<file path="src/rtl/pipe_stage_reg.sv">
// rtl/pipe_stage_reg.sv - valid/ready pipeline stage register with flush and optional skid entry
// PIPE_STAGE_PERF_EN enables the stall/flush performance counters.
module pipe_stage_reg #(
  parameter int DWIDTH = 32,
  parameter int SKID   = 1,
  parameter int CNT_W  = 16
) (
  input  logic              clk,
  input  logic              rst,
  input  logic              flush,
  input  logic              in_valid,
  output logic              in_ready,
  input  logic [DWIDTH-1:0] in_data,
  output logic              out_valid,
  input  logic              out_ready,
  output logic [DWIDTH-1:0] out_data,
  output logic [CNT_W-1:0]  stall_cnt,
  output logic [CNT_W-1:0]  flush_cnt
);

  typedef enum logic [1:0] {
    ST_EMPTY = 2'd0,
    ST_FULL  = 2'd1,
    ST_SKID  = 2'd2
  } state_t;

  state_t            state_q, state_d;
  logic [DWIDTH-1:0] main_q, main_d;
  logic [DWIDTH-1:0] skid_q, skid_d;
  logic              in_ready_q, in_ready_d;
  logic              accept, consume;

  assign out_valid = (state_q != ST_EMPTY);
  assign out_data  = main_q;
  // Skid build: in_ready comes straight from a flop, so out_ready never reaches it.
  assign in_ready  = (SKID != 0) ? in_ready_q : (!out_valid || out_ready);
  assign accept    = in_valid && in_ready;
  assign consume   = out_valid && out_ready;

  always_comb begin
    state_d = state_q;
    main_d  = main_q;
    skid_d  = skid_q;
    case (state_q)
      ST_EMPTY: begin
        if (accept) begin
          main_d  = in_data;
          state_d = ST_FULL;
        end
      end
      ST_FULL: begin
        if (accept && consume) begin
          main_d = in_data;
        end else if (accept && (SKID != 0)) begin
          skid_d  = in_data;
          state_d = ST_SKID;
        end else if (consume) begin
          state_d = ST_EMPTY;
        end
      end
      ST_SKID: begin
        if (consume) begin
          main_d  = skid_q;
          state_d = ST_FULL;
        end
      end
      default: state_d = ST_EMPTY;
    endcase
    // Flush drops valid state only; payload keeps its old contents.
    if (flush) begin
      state_d = ST_EMPTY;
      main_d  = main_q;
      skid_d  = skid_q;
    end
    in_ready_d = (state_d != ST_SKID);
  end

  always_ff @(posedge clk or posedge rst) begin
    if (rst) begin
      state_q    <= ST_EMPTY;
      main_q     <= '0;
      skid_q     <= '0;
      in_ready_q <= 1'b1;
    end else begin
      state_q    <= state_d;
      main_q     <= main_d;
      skid_q     <= skid_d;
      in_ready_q <= in_ready_d;
    end
  end

`ifdef PIPE_STAGE_PERF_EN
  localparam logic [CNT_W-1:0] CNT_ONE = {{(CNT_W-1){1'b0}}, 1'b1};

  logic [CNT_W-1:0] stall_cnt_q, stall_cnt_d;
  logic [CNT_W-1:0] flush_cnt_q, flush_cnt_d;

  // Both counters saturate at all-ones.
  always_comb begin
    stall_cnt_d = stall_cnt_q;
    flush_cnt_d = flush_cnt_q;
    if (out_valid && !out_ready && !flush && (stall_cnt_q != '1)) begin
      stall_cnt_d = stall_cnt_q + CNT_ONE;
    end
    if (flush && (state_q != ST_EMPTY) && (flush_cnt_q != '1)) begin
      flush_cnt_d = flush_cnt_q + CNT_ONE;
    end
  end

  always_ff @(posedge clk or posedge rst) begin
    if (rst) begin
      stall_cnt_q <= '0;
      flush_cnt_q <= '0;
    end else begin
      stall_cnt_q <= stall_cnt_d;
      flush_cnt_q <= flush_cnt_d;
    end
  end

  assign stall_cnt = stall_cnt_q;
  assign flush_cnt = flush_cnt_q;
`else
  assign stall_cnt = '0;
  assign flush_cnt = '0;
`endif

endmodule

</file>
<file path="config.mk">
export PLATFORM = sky130hd
export DESIGN_NAME = pipe_stage_reg
export DESIGN_NICKNAME = d
export VERILOG_FILES = /design/src/rtl/pipe_stage_reg.sv
export SDC_FILE = /design/constraint.sdc
export NUM_CORES = 1
export LEC_CHECK = 0
export ABC_CLOCK_PERIOD_IN_PS = 5000
export CELL_PAD_IN_SITES_DETAIL_PLACEMENT = 1
export CELL_PAD_IN_SITES_GLOBAL_PLACEMENT = 2
export CORE_MARGIN = 5
export CORE_UTILIZATION = 30
export DETAILED_ROUTE_END_ITERATION = 6
export HOLD_SLACK_MARGIN = 0.1
export PLACE_DENSITY_LB_ADDON = 0.2
export SYNTH_ARGS = -nofsm -noshare
export SYNTH_HDL_FRONTEND = slang
export SYNTH_SLANG_ARGS = --single-unit
</file>
<file path="constraint.sdc">
create_clock -name clk -period 5 [get_ports clk]
set_clock_uncertainty 0.2 [all_clocks]
set_input_delay 1 -clock clk [delete_from_list [all_inputs] [get_ports clk]]
set_output_delay 1 -clock clk [all_outputs]
set_load 0.02 [all_outputs]
</file>
# Word level (Yosys, flattened, before mapping)
# Cells that the tools add are included.
# totals
reg_bits,67
latch_bits,0
ram_bits,0
mem_bits_ro,0
out_inout_bits,66
n_memories,0
# op_classes
add_sub_neg,0
n_mul,0
div,0
magnitude_cmp,0
n_eq_ne,6
shift,0
mux,11
n_bitwise,2
reduce_logical,8
# op_table
cell,n
2-to-1 mux 32 bit,3
case mux 32 bit (3 select lines),1
2-to-1 mux 2 bit,6
!= test 2 bit (second input constant),4
case mux 2 bit (3 select lines),1
AND reduction 5 bit,1
AND reduction 4 bit,1
logical AND 1 bit,3
nonzero test 3 bit,1
equality test 2 x 1 -> 1 bit (second input constant),1
equality test 2 bit (second input constant),1
logical NOT 2 bit,1
NOT 1 bit,2
nonzero test 2 bit,1

# Depth between registers and ports, before layout
# Gate-level depths: netlist (run 1).
# logic_depth
depth_word,8
depth_mapped,5
ltp_nobuf,4

# Worst setup path after synthesis (run 1)
# Ideal clock, no wire load.
# synth_timing
kind,input to register
start,input port in_valid
end,register skid_q[10]
arrival_time_ps,1913
path_slack_ps,2763
stages,4
n_path_buf,1
path_cell_list,nand4b_1 nor3_2 buf_4 mux2_2
# synth_between
elab_chain_cells,4
# synth_lines
item,line_no,text
from (decl),11,"input logic in_valid,"
logical AND 1 bit *,37,assign accept = in_valid && in_ready;
logical AND 1 bit,52,if (accept && consume) begin
NOT 1 bit (no line),n/a,
AND reduction 4 bit (no line) *,n/a,
to (signal assigned),87,skid_q <= skid_d;
to (decl),29,"logic [DWIDTH-1:0] skid_q, skid_d;"
# Every way passes the cells marked *; elsewhere a longest branch is shown, timed or not.
# A chain may end at the register's enable or synchronous reset.

# Worst setup path in the final report (run 1)
# layout_timing
start,register state_q[0]
end,output port out_valid
# layout_between
elab_chain_cells,1
# layout_lines
item,line_no,text
from (decl),27,"state_t state_q, state_d;"
from (signal assigned),85,state_q <= state_d;
nonzero test 2 bit,33,assign out_valid = (state_q != ST_EMPTY);
to (decl),14,"output logic out_valid,"
# No other way between the ends.

==> results_dict.tcl, run 1 <==
set metrics [dict create \
    tritoncts "built" \
    route.vias.total 2013 \
    yosysTopAreaCell "dfrtp_1" \
    worstSetupEndpoint "out_valid" \
    avgSynthCellArea_um2 12.34 \
    yosysWarningCount 0 \
    pwr-share-seq_pct 43.3 \
    post-route-util_pct 39.68 \
    die_area_um2 12730 \
    cts_made_buffers 9 \
    power_density_nw_per_um2 418.0 \
    rows 37 \
    combPwrFrac_pct 24.7 \
    wl_per_cell_um 14.33 \
    max_stage_delay_ps 540 \
    final.setup.tns_ps 0 \
    layout_common_cells "clkdlybuf4s50_1 (70), dfrtp_1 (66), mux2i_1 (32), nor2_1 (32), conb_1 (32)" \
    critPathRequiredTime_ps 3800 \
    synth_seq_cells 67 \
    antenna_found_initial 0 \
    drive_gt1_share_pct 19.28 \
    layout.nets 364 \
    ctsHtreeMaxLevel 3 \
    whs_ps 285.0 \
    place_congestion 0.6665 \
    grt_pass1_vias 2079 \
    leakage_nw 1.916 \
    areaGrowthSynthToFinish_pct 29.15 \
    die_h_um 112.8 \
    relSlewSlack_pct 21.21 \
    ios 103 \
    use_met1_pct 14.65 \
    p_sw_share_pct 27.99 \
    r2r_setup_slack_ps 2880 \
    clockBufferDepth 2 \
    routed_wl_mm 6.707 \
    synth.yosys.seq_area_share_pct 52.90 \
    route.detailed.drc 0 \
    fmax_mhz 355.6 \
    io_buffer_count 70 \
    startpoint "state_q[0]" \
    syn-cell-area_um2 3172 \
    root_buffer "clkbuf_8" \
    dp_hpwl_mm 4.467 \
    cts_post_setup_buffers_inserted 0 \
    drv_cap 0 \
    first_iter_violations 32 \
    die_w_um 112.8 \
    synthCells 257 \
    r2r_end "out_data[9]" \
    critical_path_class "reg2out" \
    antenna_cells 0 \
    grt_remaining_overflow 0 \
    vdd_drop_max_uv 148.3 \
    hp-class "reg2reg" \
    p_sw_mw 0.4793 \
    ys_types 25 \
    crit_fanout 6 \
    firstDrtPassIters 4 \
    final_common_cell "clkdlybuf4s50_1" \
    outcome "complete, no violations" \
    grt-busiest-layer "met2" \
    r2r_cells 3 \
    path_cells "or2_2 > clkdlybuf4s50_1" \
    clk_pin_slew_worst_paths_ps 70 \
    start_util_pct 30.72 \
    setup-violations-final 0 \
    grt_first_pass_wirelength_mm 10.83 \
    endpoint_kind "primary output" \
    critPathSlowestCell "clkdlybuf4s50_1" \
    hold_start "skid_q[30]" \
    rr_startpoint "state_q[0]" \
    clock_latency_ps 340 \
    startpoint_type "flip-flop" \
    postCtsHoldBufs 0 \
    period_share_pct 56.25 \
    internal-power_mw 1.233 \
    hold_viol 0 \
    synth_area_leaders "dfrtp_1 (52%), mux2i_1 (10%), buf_4 (9.2%), mux2_2 (7.8%), a21oi_2 (5.0%)" \
    viasPerCell 4.301 \
    use_met3_pct 4.813 \
    arrival_ps 1610 \
    synth_top_area_share_pct 52.07 \
    tightest_slew_ps 1182 \
    clock_sinks 67 \
    ant_nets 0 \
    grt_max_degree 65 \
    post_cts_resized 0 \
    power_frac_clock_pct 32.0 \
    core-area_um2 10320 \
    grtUsageMet2_pct 15.32 \
    grt_setup_unrepaired "no" \
    maxSlewViolCount 0 \
    period_needed_ps 2813 \
    power_mw 1.712 \
    groute.usage.overall_pct 10.73 \
]
==> cells in the mapped netlist <==
library cell,instances
nand3b_1,2
nand4b_1,2
dfstp_2,1
nand2_1,1
or2_2,1
nand2b_1,1
conb_1,1
buf_6,2
a21o_1,1
nand3_1,1
buf_4,39
mux2_1,10
mux2i_1,32
dfrtp_1,66
mux2_2,22
a21oi_1,14
inv_1,2
nand4bb_1,1
a211o_1,1
nor2_1,32
nor3_2,1
a31oi_4,1
a21oi_2,18
buf_2,4
a31oi_1,1
==> worst min-delay path by stage <==
stage | end | slack [ps] | cells past startpoint
6_report | skid_q[30] | 290 | 1
5_1_grt | skid_q[24] | 300 | 1
4_1_cts | skid_q[31] | 290 | 1
3_5_place_dp | skid_q[31] | 280 | 1
3_3_place_gp | skid_q[0] | 270 | 1
2_1_floorplan | skid_q[0] | 260 | 1
==> cells by family after synthesis <==
family / Yosys count / share of synthesized area [%]
other: 1 / 0.1182
AO/OA/AOI/OAI: 36 / 8.560
buffers and inverters: 47 / 10.81
multiplexers: 64 / 21.46
flip-flops: 67 / 52.90
AND/OR/NAND/NOR: 42 / 6.154
==> through the flow <==
stage | instances | instance area, um2 | setup slack [ps]
2_1_floorplan | 288 | 3288 | 2119
3_3_place_gp | 452 | 3855 | 1895
3_5_place_dp | 452 | 3855 | 1810
4_1_cts | 468 | 4096 | 2142
5_1_grt | 468 | 4096 | 2058
6_report | 468 | 4096 | 2188
==> flip-flops by register name, summed over array words and instances (netlist names) <==
signal / cells
state_q: 2
skid_q: 32
in_ready: 1
out_data: 32
==> layout make-up <==
type,count,area (um2)
clock buffer,11,141.4
clock inverter,5,100.1
fill,1122,6227
inverter,2,7.507
multi-input combinational,174,1276
sequential,67,1678
tap,136,170.2
timing repair buffer,73,723.2
==> worst max-delay path: cells and delay by family (launching register included) <==
family	cells	cell delay [ps]
buffers and inverters	1	540
AND/OR/NAND/NOR	1	300
flip-flops	1	430
==> power groups by stage <==
stage | Clock (mW) | Sequential (mW) | Combinational [mW]
floorplan | 0 | 0.805 | 0.213
global placement | 0 | 0.751 | 0.422
detailed placement | 0 | 0.755 | 0.430
CTS | 0.572 | 0.746 | 0.431
global route | 0.591 | 0.762 | 0.459
finish | 0.547 | 0.742 | 0.423
==> layer usage <==
metal / part of all wire [%] / vias up
li1: - / 956
met1: 48 / 986
met2: 44 / 64
met3: 7.7 / 7
met4: 1.1 / 0
met5: 0 / -
(Power assumes the default switching activity.)
==> run 2, diff against run 1 <==
--- a/config.mk
+++ b/config.mk
@@ -5,11 +5,11 @@
 export SDC_FILE = /design/constraint.sdc
 export NUM_CORES = 1
 export LEC_CHECK = 0
-export ABC_CLOCK_PERIOD_IN_PS = 5000
+export ABC_CLOCK_PERIOD_IN_PS = 2400
 export CELL_PAD_IN_SITES_DETAIL_PLACEMENT = 1
 export CELL_PAD_IN_SITES_GLOBAL_PLACEMENT = 2
 export CORE_MARGIN = 5
-export CORE_UTILIZATION = 30
+export CORE_UTILIZATION = 26
 export DETAILED_ROUTE_END_ITERATION = 6
 export HOLD_SLACK_MARGIN = 0.1
 export PLACE_DENSITY_LB_ADDON = 0.2
==> constraint.sdc (replaced) <==
create_clock -name clk -period 2.4 [get_ports clk]
set_clock_uncertainty 0.2 [all_clocks]
set_input_delay 0.48 -clock clk [delete_from_list [all_inputs] [get_ports clk]]
set_output_delay 0.48 -clock clk [all_outputs]
set_load 0.02 [all_outputs]
==> results_dict.tcl, run 2 (synthesized netlist as in run 1, its figures left out) <==
set metrics [dict create \
    outcome "complete, no violations" \
    critPathRequiredTime_ps 1720 \
    cts_post_setup_buffers_inserted 0 \
    viasPerCell 4.182 \
    wl_per_cell_um 14.26 \
    tritoncts "built" \
    setup-violations-final 0 \
    grt_setup_unrepaired "no" \
    die_h_um 120.5 \
    antenna_cells 0 \
    maxSlewViolCount 0 \
    layout.nets 368 \
    firstDrtPassIters 3 \
    first_iter_violations 41 \
    die_w_um 120.5 \
    routed_wl_mm 6.887 \
    crit_fanout 7 \
    post_cts_resized 0 \
    seq_area_um2 1678 \
    fill_cells 1306 \
    postCtsHoldBufs 0 \
    grt_pass1_vias 2225 \
    power_mw 3.830 \
    clk_pin_slew_worst_paths_ps 60 \
    fmax_mhz 440.5 \
    rows 40 \
    power_density_nw_per_um2 894.2 \
    place_congestion 0.7087 \
    startpoint_type "flip-flop" \
    endpoint_kind "primary output" \
    start_util_pct 26.52 \
    io_buffer_count 70 \
    cts_made_buffers 9 \
    place_inst 467 \
    ctsHtreeMaxLevel 3 \
    period_share_pct 94.59 \
    arrival_ps 1590 \
    ant_nets 0 \
    hp-class "reg2reg" \
    hold_start "skid_q[31]" \
    final_common_cell "clkdlybuf4s50_1" \
    path_cells "or2_2 > clkdlybuf4s50_1" \
    clock_latency_ps 320 \
    die_area_um2 14510 \
    max_stage_delay_ps 540 \
    grt_max_degree 68 \
    rr_startpoint "in_ready" \
    critPathSlowestCell "clkdlybuf4s50_1" \
    root_buffer "clkbuf_16" \
    hold_viol 0 \
    clock_sinks 67 \
    core-area_um2 11960 \
    finish.cell_count_without_fillers 483 \
    layout_common_cells "clkdlybuf4s50_1 (70), dfrtp_1 (66), mux2i_1 (32), nor2_1 (32), conb_1 (32)" \
    antenna_found_initial 0 \
    critical_path_class "reg2out" \
    grt_first_pass_wirelength_mm 11.28 \
    vdd_drop_max_uv 378.5 \
    drive_gt1_share_pct 20.24 \
    leakage_nw 1.992 \
    ios 103 \
    areaGrowthSynthToFinish_pct 35.03 \
    post-route-util_pct 35.81 \
    grt_remaining_overflow 0 \
    route.detailed.drc 0 \
    period_needed_ps 2270 \
    dp_hpwl_mm 4.677 \
    final.setup.tns_ps 0 \
    groute.usage.overall_pct 9.711 \
    route.vias.total 2020 \
    clockBufferDepth 2 \
    drv_cap 0 \
    startpoint "state_q[1]" \
    multi_input_area_um2 1276 \
]
## run 2: cell count changes in the layout (fill, tap and decap cells not counted), sizes merged
cell and change:
bufinv -1, buf +4, clkbuf -1, clkinv +2
## run 2: power breakdown
group	switching, mW	total (mW)	internal, mW	leakage, nW
Clock	0.473	1.37	0.902	0.156
Sequential	0.142	1.55	1.41	0.782
Combinational	0.442	0.906	0.464	1.05
Total	1.06	3.83	2.77	1.99
## run 2: worst max-delay path, delay by kind of cell, from the launching register on
family                 cells  cell delay [ps]
buffers and inverters      1              540
flip-flops                 1              440
AND/OR/NAND/NOR            1              300
## run 2: per-layer routing
| metal | share of wire [%] | wire, um | up-vias | global-route usage, % |
|---|---|---|---|---|
| li1 | - | - | 969 | - |
| met1 | 44 | 3064 | 988 | 12.22 |
| met3 | 6.5 | 445 | 7 | 4.022 |
| met4 | 0.99 | 68 | 0 | 2.550 |
| met5 | 0 | 0 | - | 0 |
| met2 | 48 | 3308 | 56 | 15.44 |
## run 2: worst paths after layout
check	slack [ps]	depth (start not counted)	end
min	290	1	skid_q[31]
max	130	2	out_valid
max in group asynchronous	1300	3	in_ready
min in group asynchronous	340	3	out_data[23]
max reg2reg	520	4	skid_q[19]
min reg2reg	290	1	skid_q[31]
## run 2: final cells by class
cell class,instances,share of cell area [%]
clock inverter,6,1.870
tap,147,4.294
timing repair buffer,77,19.34
inverter,2,0.1753
clock buffer,10,5.346
sequential,67,39.18
multi-input combinational,174,29.80
## run 2: per-stage QoR
step | cell area, um2 | hold WS (ps) | worst slack [ps]
after floorplan | 3288 | 257.4 | 38.50
after global routing | 4283 | 312.6 | 75.47
final | 4283 | 290.2 | 129.8
after CTS | 4283 | 295.5 | 100.2
after global placement | 3974 | 268.4 | 106.3
after detailed placement | 3974 | 275.4 | 88.08
